File: config.mk
export PLATFORM = sky130hd
export DESIGN_NAME = simple_edge_detect_generate
export DESIGN_NICKNAME = d
export VERILOG_FILES = /design/src/rtl/simple_edge_detect_generate.sv
export SDC_FILE = /design/constraint.sdc
export NUM_CORES = 1
export LEC_CHECK = 0
export BUFFER_PORTS_ARGS = -buffer_cell sky130_fd_sc_hd__buf_2
export CELL_PAD_IN_SITES_DETAIL_PLACEMENT = 1
export CELL_PAD_IN_SITES_GLOBAL_PLACEMENT = 1
export CORE_AREA = 2 2 120 122
export DETAILED_ROUTE_END_ITERATION = 16
export DIE_AREA = 0 0 122 124
export GPL_TIMING_DRIVEN = 0
export PLACE_DENSITY_LB_ADDON = 0.1
export SETUP_SLACK_MARGIN = 0.3
export SLEW_MARGIN = 10
export SYNTH_ARGS = -nofsm -noshare
export SYNTH_HDL_FRONTEND = slang
export SYNTH_SLANG_ARGS = --single-unit
File: constraint.sdc
create_clock -name clk -period 2.2 [get_ports clk]
set_clock_uncertainty 0.2 [all_clocks]
set_input_delay 0.44 -clock clk [delete_from_list [all_inputs] [get_ports clk]]
set_output_delay 0.44 -clock clk [all_outputs]
set_load 0.02 [all_outputs]
File: src/rtl/simple_edge_detect_generate.sv
// Source-domain stimulus generator for the edge-detect CDC test pair.
//
// Drives an 8-bit walking pattern on captureData and a toggle-encoded strobe on
// captureEdge. Every word is held for max(setupCycles,1) cycles before its strobe
// toggle and for max(holdCycles,1) cycles after it. So the capture block in the
// other clock domain can sample captureData on any captureEdge transition.
//
// Optional build macro: ERROR_INJECT_EN adds the injectError input and the
// numInjected output. A pulse on injectError corrupts bit 0 of the next word
// that is loaded.
//
// Timing, with start sampled in cycle t, S = max(setupCycles,1) and
// H = max(holdCycles,1):
//   captureData valid at t+1, captureEdge flips at t+1+S, next word at t+2+S+H.
module simple_edge_detect_generate #(
  parameter int unsigned CNT_W = 16
) (
  input  logic             clk,
  input  logic             reset,
  input  logic             start,
  input  logic             stop,
  input  logic [CNT_W-1:0] setupCycles,
  input  logic [CNT_W-1:0] holdCycles,
  input  logic [CNT_W-1:0] burstLength,
`ifdef ERROR_INJECT_EN
  input  logic             injectError,
  output logic [CNT_W-1:0] numInjected,
`endif
  output logic [7:0]       captureData,
  output logic             captureEdge,
  output logic             busy,
  output logic             done,
  output logic [CNT_W-1:0] numEdgesSent
);

  typedef enum logic [1:0] {
    StIdle,
    StSetup,
    StToggle,
    StHold
  } state_e;

  localparam logic [CNT_W-1:0] CntOne = CNT_W'(1);

  state_e           state_q, state_d;
  logic [7:0]       pattern_q, pattern_d;  // uncorrupted walking-pattern state
  logic [7:0]       data_q, data_d;        // word actually driven out
  logic             edge_q, edge_d;
  logic             done_q, done_d;
  logic [CNT_W-1:0] sent_q, sent_d;
  logic [CNT_W-1:0] burst_q, burst_d;      // edges sent in the current burst
  logic [CNT_W-1:0] phase_q, phase_d;      // cycles left in SETUP or HOLD
  logic             stop_q, stop_d;

  logic [CNT_W-1:0] setup_eff;
  logic [CNT_W-1:0] hold_eff;
  logic             phase_last;
  logic             burst_end;
  logic             load_word;
  logic [7:0]       next_word;
  logic [7:0]       word_mask;

`ifdef ERROR_INJECT_EN
  logic             armed_q, armed_d;
  logic [CNT_W-1:0] injected_q, injected_d;
`endif

  // Walking pattern; any value outside the cycle (including the reset value)
  // restarts it at 0x81.
  function automatic logic [7:0] pattern_next(input logic [7:0] cur);
    logic [7:0] nxt;
    unique case (cur)
      8'h81:   nxt = 8'h42;
      8'h42:   nxt = 8'h24;
      8'h24:   nxt = 8'h18;
      default: nxt = 8'h81;
    endcase
    return nxt;
  endfunction

  assign setup_eff  = (setupCycles == '0) ? CntOne : setupCycles;
  assign hold_eff   = (holdCycles == '0) ? CntOne : holdCycles;
  assign phase_last = (phase_q == CntOne);
  assign next_word  = pattern_next(pattern_q);

  // The burst ends at HOLD expiry if the count is reached or stop was seen.
  // A stop that arrives in the expiry cycle itself is honoured as well.
  assign burst_end = ((burstLength != '0) && (burst_q == burstLength)) || stop_q || stop;

  // Next-state and registered-output logic. The edge flips and the counters
  // increment on the transition into TOGGLE. The new edge value is therefore
  // visible during the TOGGLE cycle. Words are loaded only on entry to SETUP.
  always_comb begin
    state_d   = state_q;
    edge_d    = edge_q;
    done_d    = 1'b0;
    sent_d    = sent_q;
    burst_d   = burst_q;
    phase_d   = phase_q;
    stop_d    = stop_q;
    load_word = 1'b0;

    unique case (state_q)
      StIdle: begin
        if (start) begin
          state_d   = StSetup;
          load_word = 1'b1;
          burst_d   = '0;
          stop_d    = stop;  // start and stop together still send one word
          phase_d   = setup_eff;
        end
      end

      StSetup: begin
        stop_d = stop_q | stop;
        if (phase_last) begin
          state_d = StToggle;
          edge_d  = ~edge_q;
          sent_d  = sent_q + CntOne;
          burst_d = burst_q + CntOne;
        end else begin
          phase_d = phase_q - CntOne;
        end
      end

      StToggle: begin
        stop_d  = stop_q | stop;
        state_d = StHold;
        phase_d = hold_eff;
      end

      StHold: begin
        stop_d = stop_q | stop;
        if (phase_last) begin
          if (burst_end) begin
            state_d = StIdle;
            done_d  = 1'b1;
          end else begin
            state_d   = StSetup;
            load_word = 1'b1;
            phase_d   = setup_eff;
          end
        end else begin
          phase_d = phase_q - CntOne;
        end
      end

      default: state_d = StIdle;
    endcase
  end

`ifdef ERROR_INJECT_EN
  // One-shot corruption. Arm on a pulse and spend the arm on the next load.
  // A pulse while already armed is dropped.
  always_comb begin
    armed_d    = armed_q;
    injected_d = injected_q;
    word_mask  = 8'h00;
    if (load_word && armed_q) begin
      armed_d    = 1'b0;
      injected_d = injected_q + CntOne;
      word_mask  = 8'h01;
    end else if (injectError) begin
      armed_d = 1'b1;
    end
  end
`else
  assign word_mask = 8'h00;
`endif

  // Word loading. The pattern register always advances cleanly, so one
  // corrupted word does not disturb the rest of the sequence.
  always_comb begin
    pattern_d = pattern_q;
    data_d    = data_q;
    if (load_word) begin
      pattern_d = next_word;
      data_d    = next_word ^ word_mask;
    end
  end

  // State and output registers with synchronous active-high reset.
  always_ff @(posedge clk) begin
    if (reset) begin
      state_q   <= StIdle;
      pattern_q <= 8'h00;
      data_q    <= 8'h00;
      edge_q    <= 1'b0;
      done_q    <= 1'b0;
      sent_q    <= '0;
      burst_q   <= '0;
      phase_q   <= '0;
      stop_q    <= 1'b0;
    end else begin
      state_q   <= state_d;
      pattern_q <= pattern_d;
      data_q    <= data_d;
      edge_q    <= edge_d;
      done_q    <= done_d;
      sent_q    <= sent_d;
      burst_q   <= burst_d;
      phase_q   <= phase_d;
      stop_q    <= stop_d;
    end
  end

`ifdef ERROR_INJECT_EN
  // Injection arm flag and count of corrupted words.
  always_ff @(posedge clk) begin
    if (reset) begin
      armed_q    <= 1'b0;
      injected_q <= '0;
    end else begin
      armed_q    <= armed_d;
      injected_q <= injected_d;
    end
  end

  assign numInjected = injected_q;
`endif

  assign captureData  = data_q;
  assign captureEdge  = edge_q;
  assign busy         = (state_q != StIdle);
  assign done         = done_q;
  assign numEdgesSent = sent_q;

endmodule
# Yosys cells after proc, flatten, opt, wreduce, memory -nomap -nowiden

Index checks and enable logic that the tools add are counted.

Bits in registers: 61
Bits of input ports: 52
Output and inout bits: 27
Logic and storage cells: 66

Add/subtract/negate cells: 3
Eq/ne operators: 13
Multiplexer cells: 23
Bitwise gates (word level): 4
Reduce and logical (&&, ||, !) cells: 15

Operators with widths:

| kind                                                                    | number |
|---|---|
| 16-bit 2-to-1 mux                                                       | 8 |
| 16-bit one-hot mux with 4 select lines                                  | 1 |
| 16-bit by 1-bit adder with 16-bit output (second input constant)        | 2 |
| 16-bit zero test                                                        | 2 |
| 16-bit one-hot mux with 2 select lines                                  | 1 |
| 8-bit one-hot mux with 3 select lines                                   | 1 |
| 16-bit by 1-bit equality test with 1-bit output (second input constant) | 1 |
| 16-bit equality test                                                    | 1 |
| 16-bit nonzero test                                                     | 1 |
| 16-bit by 1-bit subtractor with 16-bit output (second input constant)   | 1 |
| 3-bit AND reduction                                                     | 3 |
| 8-bit by 6-bit equality test with 1-bit output (second input constant)  | 1 |
| 8-bit by 7-bit equality test with 1-bit output (second input constant)  | 1 |
| 8-bit equality test (second input constant)                             | 1 |
| 2-bit inequality test (second input constant)                           | 4 |
| 2-bit one-hot mux with 4 select lines                                   | 1 |
| 1-bit 2-to-1 mux                                                        | 6 |
| 2-bit 2-to-1 mux                                                        | 3 |
| 3-bit OR reduction                                                      | 2 |
| 2-bit equality test (second input constant)                             | 2 |
| 1-bit one-hot mux with 2 select lines                                   | 2 |
| 2-bit nonzero test                                                      | 2 |
| 3-bit inequality test (second input constant)                           | 1 |
| 1-bit inverter                                                          | 3 |
| 6 further kinds                                                         | 7 |

# Longest topological paths before layout

Gate-level depths: netlist of the first run.

Depth after elaboration: 7
Gate-level depth with buffers: 12
Gate-level depth less buffers: 9

# Worst setup path after synthesis of the first run

OpenSTA, ideal clock, no wires.

Path kind: register -> register
Start point: register state_q[1]
End point: register phase_q[15]
Setup time: 0.131 ns
Data arrival time: 2.091 ns
Data required time: 1.869 ns
Setup slack: -0.221 ns
Stages on the path, launching flop included: 12
Buffers on the path: 3
Clock period less this slack: 2.421 ns
Cell sequence: dfxtp_1 > inv_1 > ha_1 > clkbuf_1 > nor4b_1 > a41o_2 > or2_2 > clkbuf_1 > buf_2 > nor2_1 > a222oi_1 > o31ai_1

Word-level cells in the longest chain between the ends: 3
Elaborated cells on any way between the ends: 9
Those cells by class: eq/ne (6); mux (1); reduce/logical (2)

RTL lines:

| what                                                                     | RTL line | source |
|---|---|---|
| start: declaration                                                       | 45       | `state_e state_q, state_d;` |
| start signal: assignment                                                 | 185      | `state_q <= StIdle;` |
| start signal: assignment                                                 | 195      | `state_q <= state_d;` |
| 2-bit equality test, or another cell as far along                        | 103      | `unique case (state_q)` |
| 3-bit inequality test (no line) or 2-bit inequality test (tied branches) | n/a      |  |
| 3-bit AND reduction (no line)                                            | n/a      |  |
| end signal: assignment                                                   | 202      | `phase_q <= phase_d;` |
| end: declaration                                                         | 52       | `logic [CNT_W-1:0] phase_q, phase_d;` |

Parallel ways exist; a longest one is shown, timed or not.
A chain may end at the register's enable or synchronous reset.

# Final worst setup path of the first run

Start point: register phase_q[10]
End point: register burst_q[11]

Word-level cells in the longest chain between the ends: 3

RTL lines:

| what                                            | RTL line | source |
|---|---|---|
| 16-bit by 1-bit equality test with 1-bit output | 83       | `assign phase_last = (phase_q == CntOne);` |
| 2-bit inequality test (no line)                 | n/a      |  |
| 3-bit AND reduction (no line)                   | n/a      |  |
| end signal: assignment                          | 201      | `burst_q <= burst_d;` |
| end: declaration                                | 51       | `logic [CNT_W-1:0] burst_q, burst_d;` |

No other way between the ends.

==> results of run 1 <==
==> sequential cells by signal (all words and copies together), names as in the netlist <==
register	cells
done	1
state_q	2
stop_q	1
captureData	4
phase_q	16
numEdgesSent	16
burst_q	16
captureEdge	1
==> power by group through the flow <==
stage / clock network (mW) / logic, mW / registers (mW)
finish: 1.51 / 4.17 / 1.46
global placement: 0 / 2.32 / 1.43
detailed placement: 0 / 2.33 / 1.43
CTS: 1.54 / 3.69 / 1.44
global route: 1.59 / 4.44 / 1.48
floorplan: 0 / 1.70 / 1.39
==> final timing paths <==
path	startpoint	end	slack [ns]	depth (start not counted)
min	stop	stop_q	0.22	3
min reg2reg	numEdgesSent[1]	numEdgesSent[1]	0.29	2
max	phase_q[10]	burst_q[11]	-0.24	8
max reg2reg	phase_q[10]	burst_q[11]	-0.24	8
==> metal layers <==
metal / up-vias / wire, um
met3: 10 / 526
met5: - / 0
met4: 0 / 163
met2: 79 / 6407
li1: 1828 / -
met1: 1843 / 6307
==> cell usage in the layout, fill, tap and decap left out, types with 5 or more instances in the layout <==
master     netlist  final
nor2_2           0      6
nand2_1         31     24
nor4_1          20     15
nor2_1          77     64
nand4_1         13     13
nor4_4           2      7
nand3_1         10      7
buf_2            6     78
o21ai_2          0      5
dfxtp_1         57     42
buf_8            0      8
o32ai_1          6      5
nand2b_1         6      6
buf_6            1     18
nor2_4           0      7
clkbuf_16        0     10
a222oi_1         5      5
a21oi_2          0      8
clkbuf_1        13      5
xnor2_2          0      5
xnor2_1         11      6
xor2_1          36     36
dfxtp_4          0      6
a21oi_1         20     12
dfxtp_2          0      9
buf_4            4     51
nor3_1           9      6
==> layout make-up <==
| type | count | share of cell area (%) |
|---|---|---|
| plain buffers | 24 | 4.238 |
| clock buffers | 12 | 4.726 |
| clock inverters | 4 | 0.8875 |
| inverters | 7 | 0.5103 |
| multi-input cells | 331 | 46.66 |
| flip-flops and latches | 57 | 20.83 |
| well taps | 180 | 3.994 |
| repair buffers | 143 | 18.15 |
==> cell families (layout without fill, tap and decap cells) <==
family / count (synthesis) / after routing / synth area share, %
AOI/OAI and AO/OA: 71 / 71 / 14.62
adders and majority gates: 9 / 9 / 3.331
buffers and inverters: 31 / 190 / 4.330
muxes: 4 / 4 / 1.184
and+or+nand+nor: 200 / 200 / 30.61
DFF: 57 / 57 / 33.75
xor gates and xnor gates: 47 / 47 / 12.18
==> timing repair <==
action,in CTS,in global routing
cloned,4,0
setup endpoints to repair,57,57
hold buffers,0,0
gates resized for setup,115,47
pin swaps,35,35
buffers inserted,39,22
==> per-stage QoR <==
step           hold slack, ns  power (mW)  area, sq um  worst slack (ns)
4_1_cts                0.2005       6.679         5298           -0.2468
2_1_floorplan          0.2659       3.092         3511          -0.03427
6_report               0.2153       7.136         5639           -0.2419
3_5_place_dp           0.2869       3.764         4126           -0.4889
5_1_grt                0.2345       7.512         5639           -0.3380
3_3_place_gp           0.2751       3.745         4126           -0.4779
==> worst max-delay path: stages, from the launching register on <==
cell	delay, ns
dfxtp_4	0.35
nor4_4	0.25
buf_4	0.18
nand4_1	0.17
a22o_1	0.29
buf_6	0.12
or3_4	0.35
or3_1	0.31
a21oi_1	0.14
==> run metrics, run 1 <==
CTS tree=yes; leakage power=2.332 nW; Layout fillers=1609; grt met3 use=3.892%; Setup WS post-layout=-0.2419 ns; YS warnings=0; initial antenna violation count=0; hpwl dp=8985 um; die area=0.01513 sq mm; Setup-failing EPs final=40; area of the multi-input gates=0.002631 sq mm; worst path arrival time=2.51 ns; fraction of registers with async set/reset=0%; failing checks=negative setup slack; sequential share of power=20.4%; first drt pass iteration count=6; Sw Ratio=39.23%; gr usage total=17.97%; Hold Crit Class=in -> reg; Setup Crit Path Kind=reg -> reg; met2 Usage GRT=29.96%; register area share after synthesis=33.75%; Fin. Hold Viols=0; share of layout cells above drive strength 1=48.62%; Synth top cells by count=nor2_1 (77), dfxtp_1 (57), xor2_1 (36); Slew headroom=50.61%; DRT iter0 DRCs=167; mean post-synth cell area=8.069 sq um; Die Span X=122 um; post-layout util=41.10%; via density per instance=4.960; switching pwr=2.800 mW; DR WL/cell=17.68 um; Root Driver=clkbuf_16; RSZ-0062 raised after global routing=yes; synthesis-stage register bit count=57; max-cap viol count=0; antenna viol nets, final=0; Cell Area, Synth=0.003381 sq mm; share of the synthesized area in the top cell type=33.75%; Post-Layout Cell Count=758; Most used DFF post-synth=dfxtp_1; register area=0.001175 sq mm; number of global-route vias before repair=3775; required time of the critical path=2.27 ns; Placer Congestion=0.7763; number of I/O pins=79; die height=124 um; largest net degree at the start of global routing=11; crit share post-route=111.0%; count leader, synth=nor2_1; core area=0.01372 sq mm; critical path fanouts, max=4; GR Util met1=23.51%; Antenna Cells=0; Post-synth EDFFs=0; global-route wire length before repair=20690 um; total wire length=13400 um; Setup TNS=-3.855 ns; Area Overhead vs Synth=66.80%; Max Clock Freq=409.5 MHz; grt ovf=0; clock power share=21.1%; Least-Margin Pin Slew=0.7409 ns; total CTS buffers=9; PortBufs=78; clk_lat worst skew=0.34 ns; Crit. End Element=flip-flop; placed cell count=677; Final Critical Period=2.442 ns; Max IR drop VDD=0.4526 mV; Via Count=3760; max-slew violation count=0; CTS Sinks=57; gr busiest metal=met2; Startpoint Class=flip-flop; Post-layout nets=634; DRC violations left=0; synth unique cells=53; post-synth top area cell=dfxtp_1; power per cell area=1265 mW/mm^2; H-tree depth=3; placement row count=43; status=finished, violations left; synth top area cells=dfxtp_1 (34%), xor2_1 (9.3%), nor2_1 (8.5%), nor4_1 (3.7%), nand2_1 (3.4%); cell-internal power=4.336 mW; Synth Instances=419; clock-pin transition on the worst setup and hold timing paths=0.06 ns; Initial Utilization=24.64%; combinational share of power=58.4%; syn_nets=480; clk buf depth=2
No activity file was read; power rests on OpenSTA's default activity.
==> inputs of run 2 (changes only) <==
PLACE_DENSITY = 0.57   (was unset)
PLACE_DENSITY_LB_ADDON = unset   (was 0.1)
==> run metrics, run 2 (synthesized netlist as in run 1, its figures left out) <==
status=finished, violations left; failing checks=negative setup slack; clock-pin transition on the worst setup and hold timing paths=0.05 ns (about the same); clk_lat worst skew=0.34 ns (about the same); die area=0.01513 sq mm (unchanged); Post-Layout Cell Count=772 (+1.8%); DRC violations left=0 (unchanged); PortBufs=78 (unchanged); Die Span X=122 um (unchanged); power per cell area=1239 mW/mm^2 (-2.1%); grt ovf=0 (unchanged); Max Clock Freq=415.8 MHz (+1.5%); Layout fillers=1591 (-1.1%); design area=0.005879 sq mm (+4.3%); core area=0.01372 sq mm (unchanged); critical path fanouts, max=4 (unchanged); number of global-route vias before repair=4035 (+6.9%); Cell Area, Placed=0.004126 sq mm (unchanged); placement row count=43 (unchanged); Setup TNS=-3.224 ns (+0.6302 ns); global-route wire length before repair=21130 um (+2.2%); CP startpoint=phase_q[10]; reg-to-reg slack, setup=-0.21 ns (+0.04 ns); grt met3 use=4.853% (+0.96 points); most frequent cells in the layout=buf_2 (78), nor2_1 (59), buf_4 (58); clk buf depth=2 (unchanged); Final Critical Period=2.405 ns (-0.03668 ns); Root Driver=clkbuf_16; Crit. End Element=flip-flop; area of the multi-input gates=0.002781 sq mm (+5.7%); Setup Crit Path Kind=reg -> reg; max-slew violation count=0 (unchanged); share of layout cells above drive strength 1=54.56% (+5.9 points); worst reg2reg path endpoint=burst_q[11]; Fin. Hold Viols=0 (unchanged); DR WL/cell=17.88 um (+1.1%); Placer Congestion=0.8418 (+8.4%); largest net degree at the start of global routing=12 (+1); antenna viol nets, final=0 (unchanged); register area=0.001184 sq mm (+0.75%); CTS Sinks=57 (unchanged); gr busiest metal=met2; Slew headroom=47.00% (-3.6 points); Antenna Cells=0 (unchanged); total wire length=13800 um (+3.0%); Least-Margin Pin Slew=0.7949 ns (+0.05408 ns); total power=7.287 mW (+2.1%); gr usage total=18.20% (+0.23 points); CP Capture Point=burst_q[11]; met2 Usage GRT=31.15% (+1.2 points); Setup WS post-layout=-0.2052 ns (+0.03668 ns); Setup-failing EPs final=41 (+2.5%); hold slack=0.2030 ns (-0.01226 ns); Via Count=3812 (+1.4%); Critical R2R Launch=phase_q[10]; Initial Utilization=24.64% (unchanged); H-tree depth=3 (unchanged); post-layout util=42.85% (+1.8 points); hpwl dp=8751 um (-2.6%); Hold Crit Class=in -> reg; via density per instance=4.938 (-0.46%); Max IR drop VDD=0.4865 mV (+7.5%); die height=124 um (unchanged); first drt pass iteration count=4 (-2); worst path arrival time=2.48 ns (-0.03 ns); Post-layout nets=648 (+2.2%); CTS tree=yes; RSZ-0062 raised after global routing=yes; initial antenna violation count=0 (unchanged); leakage power=2.391 nW (+2.5%); DRT iter0 DRCs=183 (+9.6%); Area Overhead vs Synth=73.91%; max-cap viol count=0 (unchanged); Startpoint Class=flip-flop; placed cell count=677 (unchanged); crit share post-route=109.3% (-1.7 points); GR Util met1=22.09% (-1.4 points); total CTS buffers=9 (unchanged); commonest non-fill, non-tap cell in the layout=buf_2; pre-CTS setup slack=-0.4612 ns (+0.02767 ns); required time of the critical path=2.27 ns (about the same); number of I/O pins=79 (unchanged); cells on worst reg2reg path=7 (-1)
-- run 2: changes by cell type in the layout (fill, tap and decap cells not counted), sizes merged --
cell	before	now
buf	157	172
clkbuf	20	18
bufbuf	2	0
bufinv	1	2
inv	7	8
clkinv	1	2
-- run 2: where the power goes --
group / leakage (nW) / internal, mW / total, mW / switching (mW)
Clock: 0.152 / 0.991 / 1.54 / 0.551
Sequential: 0.473 / 1.22 / 1.44 / 0.226
Combinational: 1.77 / 2.13 / 4.30 / 2.18
Total: 2.39 / 4.33 / 7.29 / 2.95
-- run 2: critical path: stages (launching register included) --
cell and delay [ns]:
dfxtp_2 0.35, nor4_4 0.39, nand4_1 0.19, a22o_1 0.28
buf_6 0.13, or3_4 0.35, or3_4 0.34, a21oi_2 0.12
-- run 2: how the worst min path moves through the flow --
stage                       to  slack (ns)  depth (start not counted)             from
4_1_cts                 stop_q        0.20                          3             stop
5_1_grt                 stop_q        0.26                          3             stop
3_3_place_gp   numEdgesSent[1]        0.27                          2  numEdgesSent[1]
6_report                stop_q        0.20                          3             stop
2_1_floorplan           stop_q        0.27                          2           stop_q
3_5_place_dp   numEdgesSent[1]        0.28                          2  numEdgesSent[1]
-- run 2: area by class of cell --
type	instances	share of cell area (%)
Buffer	24	4.086
Sequential cell	57	20.13
Tap cell	180	3.831
Inverter	7	0.4469
Timing Repair Buffer	157	18.77
Multi-Input combinational cell	331	47.31
Clock inverter	7	1.596
Clock buffer	9	3.831
-- run 2: what timing repair did --
item	in CTS	in global routing
setup endpoints to repair	57	57
setup buffers	54	23
pin swaps	58	42
resized for setup	146	64
hold buffers	0	0
gates cloned	2	0
-- run 2: metal layers --
| metal | wire length, um | vias up |
|---|---|---|
| met5 | 0 | - |
| met4 | 300 | 0 |
| met3 | 668 | 22 |
| met2 | 6861 | 90 |
| met1 | 5970 | 1849 |
| li1 | - | 1851 |
==> inputs of run 3 (changes only) <==
CORE_AREA = 3 3 121 123   (was 2 2 120 122)
DIE_AREA = 0 0 124 126   (was 0 0 122 124)
==> run metrics, run 3 (synthesized netlist as in run 1, its figures left out) <==
CTS Sinks=57 (unchanged); reg-to-reg slack, setup=-0.24 ns (-0.03 ns); most frequent cells in the layout=buf_2 (78), nor2_1 (59), buf_4 (52); Area Overhead vs Synth=80.64%; critical path fanouts, max=7 (+3); Setup-failing EPs final=49 (+20%); die height=126 um (+1.6%); number of I/O pins=79 (unchanged); clk buf depth=2 (unchanged); CTS tree=yes; hpwl dp=8973 um (+2.5%); Setup WS post-layout=-0.2382 ns (-0.03299 ns); Setup TNS=-5.322 ns (-2.097 ns); Crit. End Element=flip-flop; pre-CTS setup slack=-0.4653 ns (-0.004118 ns); min-delay src=stop; initial antenna violation count=0 (unchanged); total power=7.802 mW (+7.1%); Root Driver=clkbuf_16; power per cell area=1277 mW/mm^2 (+3.1%); worst path arrival time=2.43 ns (-0.05 ns); hold path depth=3 (unchanged); DR WL/cell=19.35 um (+8.2%); clock-pin transition on the worst setup and hold timing paths=0.06 ns (about the same); cells on worst reg2reg path=12 (+5); H-tree depth=3 (unchanged); PortBufs=78 (unchanged); share of layout cells above drive strength 1=56.03% (+1.5 points); Initial Utilization=24.55% (-0.096 points); max-cap viol count=0 (unchanged); antenna viol nets, final=0 (unchanged); Placer Congestion=0.8219 (-2.4%); commonest non-fill, non-tap cell in the layout=buf_2; Setup Crit Path Kind=reg -> reg; max incr delay on CP=0.38 ns (about the same); crit share post-route=110.8% (+1.5 points); Hold Crit Class=in -> reg; hold slack=0.2366 ns (+0.03361 ns); leakage power=2.527 nW (+5.7%); status=finished, violations left; crit path max-delay cell type=nor4_4; Least-Margin Pin Slew=0.7206 ns (-0.07437 ns); RSZ-0062 raised after global routing=yes; Via Count=3985 (+4.5%); Hold EP=stop_q; Cell Chain, Critical Path=nor4_4 -> buf_4 -> buf_6 -> a41o_4 -> or2_4 -> clkbuf_16 -> buf_8 -> buf_6 -> buf_6 -> nor2_4 -> o21ai_2 -> a21oi_2; failing checks=negative setup slack; Fin. Hold Viols=0 (unchanged); DRT iter0 DRCs=235 (+28%); DRC violations left=0 (unchanged); Die Span X=124 um (+1.6%); global-route wire length before repair=22180 um (+4.9%); total wire length=15190 um (+10%); Cell Area, Placed=0.004126 sq mm (unchanged); first drt pass iteration count=4 (unchanged); Top Family by Delay on Critical Path=buffers and inverters; Max Clock Freq=410.1 MHz (-1.4%); Slew headroom=51.96% (+5.0 points); Crit path top cell by count=buf_6; design area=0.006107 sq mm (+3.9%); worst reg2reg path endpoint=phase_q[5]; total CTS buffers=9 (unchanged); grt ovf=0 (unchanged); via density per instance=5.076 (+2.8%); Antenna Cells=0 (unchanged); max-slew violation count=0 (unchanged); CP Buf/Inv Count=6 (+5); cts hold-fix bufs=0 (unchanged); Startpoint Class=flip-flop; placement row count=43 (unchanged); Final Critical Period=2.438 ns (+0.03299 ns); required time of the critical path=2.19 ns (-0.08 ns); gr usage total=18.32% (+0.12 points); die area=0.01562 sq mm (+3.3%); Max IR drop VDD=0.4387 mV (-9.8%); clk_lat worst skew=0.34 ns (about the same); largest net degree at the start of global routing=11 (-1); Post-layout nets=661 (+2.0%); core area=0.01377 sq mm (+0.39%); number of global-route vias before repair=4144 (+2.7%); Critical R2R Launch=phase_q[4]
[run 3: cell types whose count changed in the layout (fill, tap and decap cells not counted), sizes merged]
cell / before / now
buf: 172 / 184
clkbuf: 18 / 22
bufinv: 2 / 1
clkinv: 2 / 1
inv: 8 / 7
[run 3: timing repair]
action | in CTS | in global routing
setup endpoints to repair | 57 | 57
gates resized for setup | 140 | 101
pin swaps | 57 | 70
setup buffers | 52 | 36
cloned | 4 | 0
[run 3: worst reg2reg max path, cell delays in order (launching register included)]
cell and delay [ns]:
dfxtp_4 0.37, nor4_4 0.38, buf_4 0.18, buf_6 0.10, a41o_4 0.22, or2_4 0.12, clkbuf_16 0.15, buf_8 0.12
buf_6 0.09, buf_6 0.09, nor2_4 0.04, o21ai_2 0.16, a21oi_2 0.08
[run 3: metrics by stage]
step | util [%] | cells
3_3_place_gp | 29.96 | 677
5_1_grt | 44.34 | 785
6_report | 44.34 | 785
4_1_cts | 39.57 | 749
2_1_floorplan | - | 419
3_5_place_dp | 29.96 | 677
[run 3: cell type report]
| cell class | count | area, sq um |
|---|---|---|
| repair buffers | 170 | 1309 |
| inverters | 7 | 36.28 |
| fillers | 1596 | 7666 |
| clock buffers | 12 | 266.5 |
| well taps | 180 | 225.2 |
| flip-flops and latches | 57 | 1202 |
| clock inverters | 4 | 50.05 |
| multi-input cells | 331 | 2781 |
| plain buffers | 24 | 236.5 |
[run 3: how the worst max path moves through the flow]
stage / startpoint / end / slack (ns) / cells after the start
2_1_floorplan: phase_q[10] / burst_q[11] / -0.03 / 7
3_3_place_gp: burstLength[7] / phase_q[8] / -0.43 / 10
3_5_place_dp: state_q[0] / phase_q[2] / -0.47 / 8
4_1_cts: phase_q[14] / burst_q[11] / -0.22 / 7
5_1_grt: phase_q[4] / phase_q[15] / -0.33 / 10
6_report: phase_q[4] / phase_q[5] / -0.24 / 12
[run 3: power by group]
| group | switching [mW] | internal (mW) |
|---|---|---|
| clock | 0.513 | 0.966 |
| sequential | 0.244 | 1.23 |
| combinational | 2.35 | 2.50 |
| total | 3.11 | 4.69 |
[run 3: per-layer routing]
layer  vias to the layer above  part of all wire [%]  global-route usage, %
met5                         -                     0                      0
met4                         0                   1.6                  7.345
met3                        16                   4.2                  4.221
met2                       104                    52                  30.80
met1                      1987                    42                  22.39
li1                       1878                     -                      -
